<file path="src/rtl/cook_timer_pkg.sv">
// Shared constants for the cook_timer block: state encoding, BCD digit width
// and a helper that gives each digit position its rollover value.
package cook_timer_pkg;

  // Width of one BCD digit in bits.
  localparam int unsigned DigitW = 4;

  // State encoding; the numeric codes are visible on state_o.
  typedef enum logic [1:0] {
    StIdle  = 2'd0,
    StCook  = 2'd1,
    StPause = 2'd2,
    StDone  = 2'd3
  } state_e;

  // Rollover value of digit position idx (0 = seconds ones).
  // Seconds tens borrow to 5, every other digit borrows to 9.
  function automatic logic [DigitW-1:0] digit_max(input int unsigned idx);
    return (idx == 1) ? 4'd5 : 4'd9;
  endfunction

endpackage

</file>
<file path="src/rtl/bcd_down_digit.sv">
// One BCD digit of the cook timer: synchronous clear, shift-in load and
// borrow-chained decrement. The borrow chain is purely combinational so that
// the borrow out of the top digit doubles as an all-digits-zero flag.
module bcd_down_digit
  import cook_timer_pkg::*;
#(
  parameter logic [DigitW-1:0] MAX = 4'd9
) (
  input  logic              clk,
  input  logic              clrn,
  input  logic              i_clr,
  input  logic              i_dec,
  input  logic              i_borrow,
  input  logic              i_shift,
  input  logic [DigitW-1:0] i_shift_in,
  output logic [DigitW-1:0] o_q,
  output logic              o_borrow
);

  logic [DigitW-1:0] r_q;

  // Digit register: clear beats shift beats decrement.
  always_ff @(posedge clk or negedge clrn) begin
    if (!clrn) begin
      r_q <= '0;
    end else if (i_clr) begin
      r_q <= '0;
    end else if (i_shift) begin
      r_q <= i_shift_in;
    end else if (i_dec && i_borrow) begin
      r_q <= (r_q == '0) ? MAX : r_q - 1'b1;
    end
  end

  // Borrow passes up only through digits that are zero.
  always_comb begin
    o_q      = r_q;
    o_borrow = i_borrow && (r_q == '0);
  end

endmodule

</file>
<file path="src/rtl/cook_timer.sv">
// Microwave cook timer: keypad entry of a BCD m..m:ss time, start/stop/clear
// commands, door interlock, one-second down counting and a done pulse.
// Optional beeper enabled by defining COOK_TIMER_BEEP_EN.
module cook_timer
  import cook_timer_pkg::*;
#(
  parameter int unsigned MIN_DIGITS  = 1,
  parameter int unsigned TICK_DIV    = 1000
`ifdef COOK_TIMER_BEEP_EN
  ,
  parameter int unsigned BEEP_CYCLES = 3000
`endif
) (
  input  logic                                 clk,
  input  logic                                 clrn,
  input  logic                                 key_valid,
  input  logic [DigitW-1:0]                    key_digit,
  input  logic                                 startn,
  input  logic                                 stopn,
  input  logic                                 clearn,
  input  logic                                 door_closed,
  output logic [(MIN_DIGITS+2)*DigitW-1:0]     time_bcd,
  output logic                                 mag,
  output logic                                 done,
`ifdef COOK_TIMER_BEEP_EN
  output logic                                 beep,
`endif
  output logic [1:0]                           state_o
);

  localparam int unsigned N  = MIN_DIGITS + 2;
  localparam int unsigned TW = N * DigitW;
  localparam int unsigned PW = $clog2(TICK_DIV);

  state_e            r_state;
  state_e            w_next;
  logic [PW-1:0]     r_presc;
  logic [PW-1:0]     w_presc_next;
  logic              r_mag;
  logic              r_done;

  logic [DigitW-1:0] w_q [N];
  logic [N:0]        w_borrow;
  logic              w_clr;
  logic              w_shift;
  logic              w_dec;
  logic              w_tick;
  logic              w_nonzero;
  logic              w_is_one;
  logic              w_key_ok;
  logic              w_done_entry;

  // Seconds ones always sees a borrow request; borrow out of the MS digit
  // means every digit is zero.
  assign w_borrow[0] = 1'b1;
  assign w_nonzero   = ~w_borrow[N];
  assign w_is_one    = (time_bcd == TW'(1));
  assign w_key_ok    = key_valid && (key_digit <= 4'd9);
  assign w_tick      = (r_state == StCook) && (r_presc == PW'(TICK_DIV - 1));

  genvar gi;
  generate
    for (gi = 0; gi < N; gi++) begin : g_digit
      logic [DigitW-1:0] w_shift_in;
      if (gi == 0) begin : g_ls
        assign w_shift_in = key_digit;
      end else begin : g_up
        // A key in DONE loads onto a zeroed time, so upper digits take zero.
        assign w_shift_in = (r_state == StDone) ? '0 : w_q[gi-1];
      end

      bcd_down_digit #(
        .MAX(digit_max(gi))
      ) u_digit (
        .clk       (clk),
        .clrn      (clrn),
        .i_clr     (w_clr),
        .i_dec     (w_dec),
        .i_borrow  (w_borrow[gi]),
        .i_shift   (w_shift),
        .i_shift_in(w_shift_in),
        .o_q       (w_q[gi]),
        .o_borrow  (w_borrow[gi+1])
      );

      assign time_bcd[gi*DigitW +: DigitW] = w_q[gi];
    end
  endgenerate

  // Next-state and digit control, commands resolved in priority order:
  // clear, door open, stop, then per-state start/key/tick handling.
  always_comb begin
    w_next  = r_state;
    w_clr   = 1'b0;
    w_shift = 1'b0;
    w_dec   = 1'b0;
    if (!clearn) begin
      w_next = StIdle;
      w_clr  = 1'b1;
    end else if (!door_closed) begin
      // A tick coinciding with the door opening is dropped.
      if (r_state == StCook) begin
        w_next = StPause;
      end
    end else if (!stopn) begin
      unique case (r_state)
        StCook:  w_next = StPause;
        StPause: begin
          w_next = StIdle;
          w_clr  = 1'b1;
        end
        StDone:  w_next = StIdle;
        default: w_next = r_state;
      endcase
    end else begin
      unique case (r_state)
        StIdle: begin
          if (!startn) begin
            if (w_nonzero) begin
              w_next = StCook;
            end
          end else if (w_key_ok) begin
            w_shift = 1'b1;
          end
        end
        StCook: begin
          if (w_tick && w_nonzero) begin
            w_dec = 1'b1;
            if (w_is_one) begin
              w_next = StDone;
            end
          end
        end
        StPause: begin
          if (!startn) begin
            w_next = StCook;
          end
        end
        StDone: begin
          if (startn && w_key_ok) begin
            w_shift = 1'b1;
            w_next  = StIdle;
          end
        end
        default: w_next = StIdle;
      endcase
    end
  end

  // Prescaler runs only while staying in COOK, so every COOK entry restarts it.
  always_comb begin
    w_presc_next = '0;
    if ((r_state == StCook) && (w_next == StCook)) begin
      w_presc_next = w_tick ? '0 : r_presc + 1'b1;
    end
  end

  assign w_done_entry = (w_next == StDone) && (r_state != StDone);

  // State, prescaler and registered outputs.
  always_ff @(posedge clk or negedge clrn) begin
    if (!clrn) begin
      r_state <= StIdle;
      r_presc <= '0;
      r_mag   <= 1'b0;
      r_done  <= 1'b0;
    end else begin
      r_state <= w_next;
      r_presc <= w_presc_next;
      r_mag   <= (w_next == StCook);
      r_done  <= w_done_entry;
    end
  end

  assign mag     = r_mag;
  assign done    = r_done;
  assign state_o = r_state;

`ifdef COOK_TIMER_BEEP_EN
  localparam int unsigned BW = $clog2(BEEP_CYCLES + 1);

  logic [BW-1:0] r_beep_cnt;
  logic          w_beep_cancel;

  assign w_beep_cancel = !clearn || !stopn || !startn || key_valid;

  // Beep countdown: loaded on DONE entry, cut short by any user command.
  always_ff @(posedge clk or negedge clrn) begin
    if (!clrn) begin
      r_beep_cnt <= '0;
    end else if (w_done_entry) begin
      r_beep_cnt <= BW'(BEEP_CYCLES);
    end else if (w_beep_cancel) begin
      r_beep_cnt <= '0;
    end else if (r_beep_cnt != '0) begin
      r_beep_cnt <= r_beep_cnt - 1'b1;
    end
  end

  assign beep = (r_beep_cnt != '0);
`endif

endmodule

</file>
<file path="config.mk">
export PLATFORM = sky130hd
export DESIGN_NAME = cook_timer
export DESIGN_NICKNAME = d
export VERILOG_FILES = /design/src/rtl/cook_timer_pkg.sv /design/src/rtl/bcd_down_digit.sv /design/src/rtl/cook_timer.sv
export SDC_FILE = /design/constraint.sdc
export NUM_CORES = 1
export LEC_CHECK = 0
export BUFFER_PORTS_ARGS = -buffer_cell sky130_fd_sc_hd__buf_4
export CORE_ASPECT_RATIO = 1.5
export CORE_UTILIZATION = 44
export DETAILED_ROUTE_END_ITERATION = 10
export GPL_TIMING_DRIVEN = 0
export SYNTH_ARGS = -nofsm -noshare
export SYNTH_HDL_FRONTEND = slang
export SYNTH_SLANG_ARGS = --single-unit
</file>
<file path="constraint.sdc">
create_clock -name clk -period 6.99 [get_ports clk]
set_input_delay 2.097 -clock clk [delete_from_list [all_inputs] [get_ports clk]]
set_output_delay 2.097 -clock clk [all_outputs]
set_load 0.01 [all_outputs]
</file>
==> metrics list <==
- The run finished with clean final reports.
- Antenna violations before repair: 0
* Total number of vias: ~1700
- Of all nets on the critical path, the largest fanout is 10.
- For the pin with the worst max-slew slack, the measured transition is 0.872 ns.
* Final core utilization: 0.542
- CTS tree: built
* Clock input transition at the sequential cells of the worst setup and hold paths: 0.09 ns
- For this block, the initial DRC count from the detailed router was 42.
* DRT Pass-1 Iters: 5
* Maximum vdd drop: ~0.00011 V
- Measured along the y axis, the die boundary spans 80.4 um.
* Clock network power share: 0.316
* Number of antenna repair diodes: 0
- Width of the chip: approximately 54 um
- Slowest cell delay on critical path: 0.59 ns
- Total Die Area: approximately 4400 um^2
* Post-CTS Setup Bufs: 0
- Clock Latency Late Sink: ~0.27 ns
- Worst setup margin: between 3 and 4 ns
- Kind of launch point of the worst setup path: input pin
* Ordered list of cells on the worst path: buf_4 -> nand3_1 -> nor4_1 -> clkbuf_1 -> and3_1 -> a21oi_1 -> o31ai_1
- In the finished design, the share of the clock period the worst path needs comes to 0.534.
- Post-synthesis instance area: around 1800 um^2
* Fraction of layout instances using a drive strength above 1: 0.179
- In this run, synthesis inferred 0 flip-flops with an integrated enable.
* Maximum number of pins on one net before global-route repair: 27
- Of the total power, registers draw 0.420.
* Internal Power: approximately 280 uW
- Clock H-tree levels: 1
- Buffers inserted during clock tree synthesis total 3.
- The critical path is of the input pin to register type.
* Number of nets produced by synthesis: about 230
- Wires add up to roughly 4500 um.
* Final Instance Area: around 2100 um^2
- Cell Count, Final, Fillers Out: 280
- Row count: 28
- Ratio of total power to cell area: 189 nW/um^2
- After global routing the overflow that remains totals 0.
- Count of buffers inserted at the top-level ports: 26
- For this run, design rule violations remaining after detail routing come to 0.
* Setup repair after global routing missed its margin: no
- The number of placed instances, taps included, is 276.
- Post_cts resized: 0
- The worst hold path belongs to the class register to register.
* Slew Limit Headroom: 0.415
* Number of nets in the layout: between 200 and 300
- Worst clock skew: between 0.001 and 0.0015 ns
- Summed over all failing endpoints, the final setup total negative slack is 0 ns.
- STA classifies the critical path endpoint as a register.
- Cell type group with the largest total delay on the critical path: simple AND/OR/NAND/NOR gates
- The slowest stage of the critical path is the nor4_1 cell.
- For this run, the leading register cell type out of synthesis is dfrtp_1.
- The congestion estimate from routability-driven global placement came to 0.884.
- Per-cell via count in the routed design: 5.92
- The share of total power dissipated in combinational logic is 0.263.
- Total number of clock tree sinks: 26
- The initial utilization of the core area, before any placement, comes to 0.460.
* Post-placement cell area: just over 2000 um^2
* Final Max Tran Viols: 0
- After detailed routing, the average wire length per cell comes to 16.0 um.
* Pre-CTS setup slack: a little under 3 ns
- The tool flagged a number of max-cap violations equal to 0.
- Estimated wirelength of the detail-placed design: ~3400 um
- CTS root buffer: clkbuf_8
- The cell count after synthesis came out at between 200 and 250.
- The first global-routing pass estimated around 7300 um of wire.
- Fraction of synthesis flops using an asynchronous set or reset pin: 1.00
* Required time of the worst setup path: between 7 and 8 ns
- Shortest period the worst path allows: around 3.7 ns
- Vias in the first global route: ~1600
- Static leakage: a little over 0.0009 uW
* Number of buffers on the longest clock path: 2
- Total buffers and inverters traversed by the critical path: 2
- Count of hold buffers inserted by post-cts repair: 0
- Number of distinct library cell variants in the gate-level netlist after synthesis: 47
- Number of setup violations in the final report: 0
- Warning count from the yosys run: 0
* Switching power total: roughly 120 uW
* Post-synthesis average cell area: around 8.8 um^2
- Final ANT Viol Nets: 0
- The synthesized design contains 26 register bits.
* Sequential cell area fraction in the yosys report: 0.361
- Area of the core: roughly 4000 um^2
- The final hold violation count is 0.
- Top Ports: 27
* Aggregate global-route resource usage: 0.227
- Based on the critical path, the design can be clocked at up to between 200 and 300 MHz.
- Critical Path AT: between 3 and 4 ns
- Sw frac: 0.302
- Signed area change from the synthesized netlist to the final layout: 17.9%
* Layout filler cell count: between 300 and 400
## sequential cells by signal, summed over array words and instances (netlist names)
signal and count:
done 1, r_presc 10, mag 1, state_o 2, g_digit.u_digit.o_q 12
## routing by layer
metal	GRT usage	wire [um]	vias to the layer above
met2	0.405	2380	49
met1	0.243	1750	776
met4	0.126	202	0
met5	0	0	-
li1	-	-	810
met3	0.0284	136	22
## kinds of logic after synthesis
| family | synth area share |
|---|---|
| XOR/XNOR | 0.0437 |
| buffers and inverters | 0.0423 |
| multiplexers | 0.0229 |
| AND/OR/NAND/NOR | 0.279 |
| adder cells (fa/ha/maj) | 0.0693 |
| flip-flops | 0.361 |
| AO/OA/AOI/OAI | 0.182 |
## per-stage QoR
stage / hold WS (ns) / power (uW)
floorplan: 0.440 / 239
CTS: 0.485 / 407
global placement: 0.456 / 275
detailed placement: 0.471 / 278
finish: 0.482 / 402
global route: 0.511 / 426
## synth_stat cells, types with 2 or more instances
cell | instances | area [um^2]
nor3_1 | 15 | 75.1
o21ai_0 | 9 | 45.0
ha_1 | 10 | 125
o211ai_1 | 2 | 15.0
or3_1 | 3 | 18.8
nand3_1 | 8 | 40.0
inv_1 | 13 | 48.8
a21oi_1 | 10 | 50.1
nor4b_1 | 6 | 52.6
nor2_1 | 16 | 60.1
and3_1 | 4 | 25.0
nand4_1 | 2 | 12.5
o21bai_1 | 2 | 15.0
a31oi_1 | 6 | 37.5
nand4bb_1 | 2 | 22.5
nand2_1 | 17 | 63.8
mux2i_1 | 3 | 30.0
a21boi_0 | 3 | 22.5
nor2b_1 | 2 | 12.5
clkbuf_1 | 4 | 15.0
dfrtp_1 | 26 | 651
o31ai_1 | 5 | 37.5
nor4_2 | 2 | 25.0
a211oi_1 | 4 | 30.0
xor2_1 | 5 | 43.8
xnor2_1 | 4 | 35.0
nor3b_1 | 2 | 15.0
## power by group through the flow
| stage | clock network (uW) | logic [uW] | registers (uW) |
|---|---|---|---|
| 2_1_floorplan | 0 | 65.9 | 173 |
| 3_3_place_gp | 0 | 104 | 171 |
| 3_5_place_dp | 0 | 106 | 172 |
| 4_1_cts | 131 | 107 | 169 |
| 5_1_grt | 137 | 118 | 170 |
| 6_report | 127 | 106 | 169 |
## worst reg2reg max path, delay by kind of cell (launching register included)
family,cells,cell delay [ns]
adders and majority gates,1,0.30
and+or+nand+nor,2,0.84
AOI/OAI and AO/OA,2,0.76
buffers and inverters,1,0.19
DFF,1,0.45
## final cells by class
class                      count  area [um^2]  area share
timing repair buffer          26          195      0.0918
inverter                      13         48.8      0.0229
clock buffer                   3         41.3      0.0194
buffer                         6         27.5      0.0129
tap                           45         56.3      0.0265
multi-input combinational    160         1080       0.506
clock inverter                 1         30.0      0.0141
sequential                    26          651       0.306
## layout by cell type, fill, tap and decap left out, drive strengths merged, types with 3 or more instances in the layout
cell type and count:
nor2 16, xnor2 4, dfrtp 26, a211oi 5
inv 13, nor3 16, nand2 17, nand3 8
a21oi 10, xor2 5, o21ai 9, a31oi 6
and3 4, nor4 3, a21boi 3, clkbuf 7
o31ai 6, nor4b 6, ha 10, nor3b 3
mux2i 3, or3 3, buf 28
## final timing paths
check                      slack (ns)  cells past startpoint        start                        end
setup / recovery                 3.26                      7  door_closed  g_digit[2].u_digit.o_q[2]
hold / removal                   0.48                      1   r_presc[0]                 r_presc[0]
setup reg to reg                 4.34                      6   state_o[1]  g_digit[2].u_digit.o_q[0]
hold reg to reg                  0.48                      1   r_presc[0]                 r_presc[0]
max in group asynchronous        5.02                      1         clrn                 r_presc[0]
min in group asynchronous        1.71                      1         clrn  g_digit[0].u_digit.o_q[1]
No activity file was read; power rests on OpenSTA's default activity.
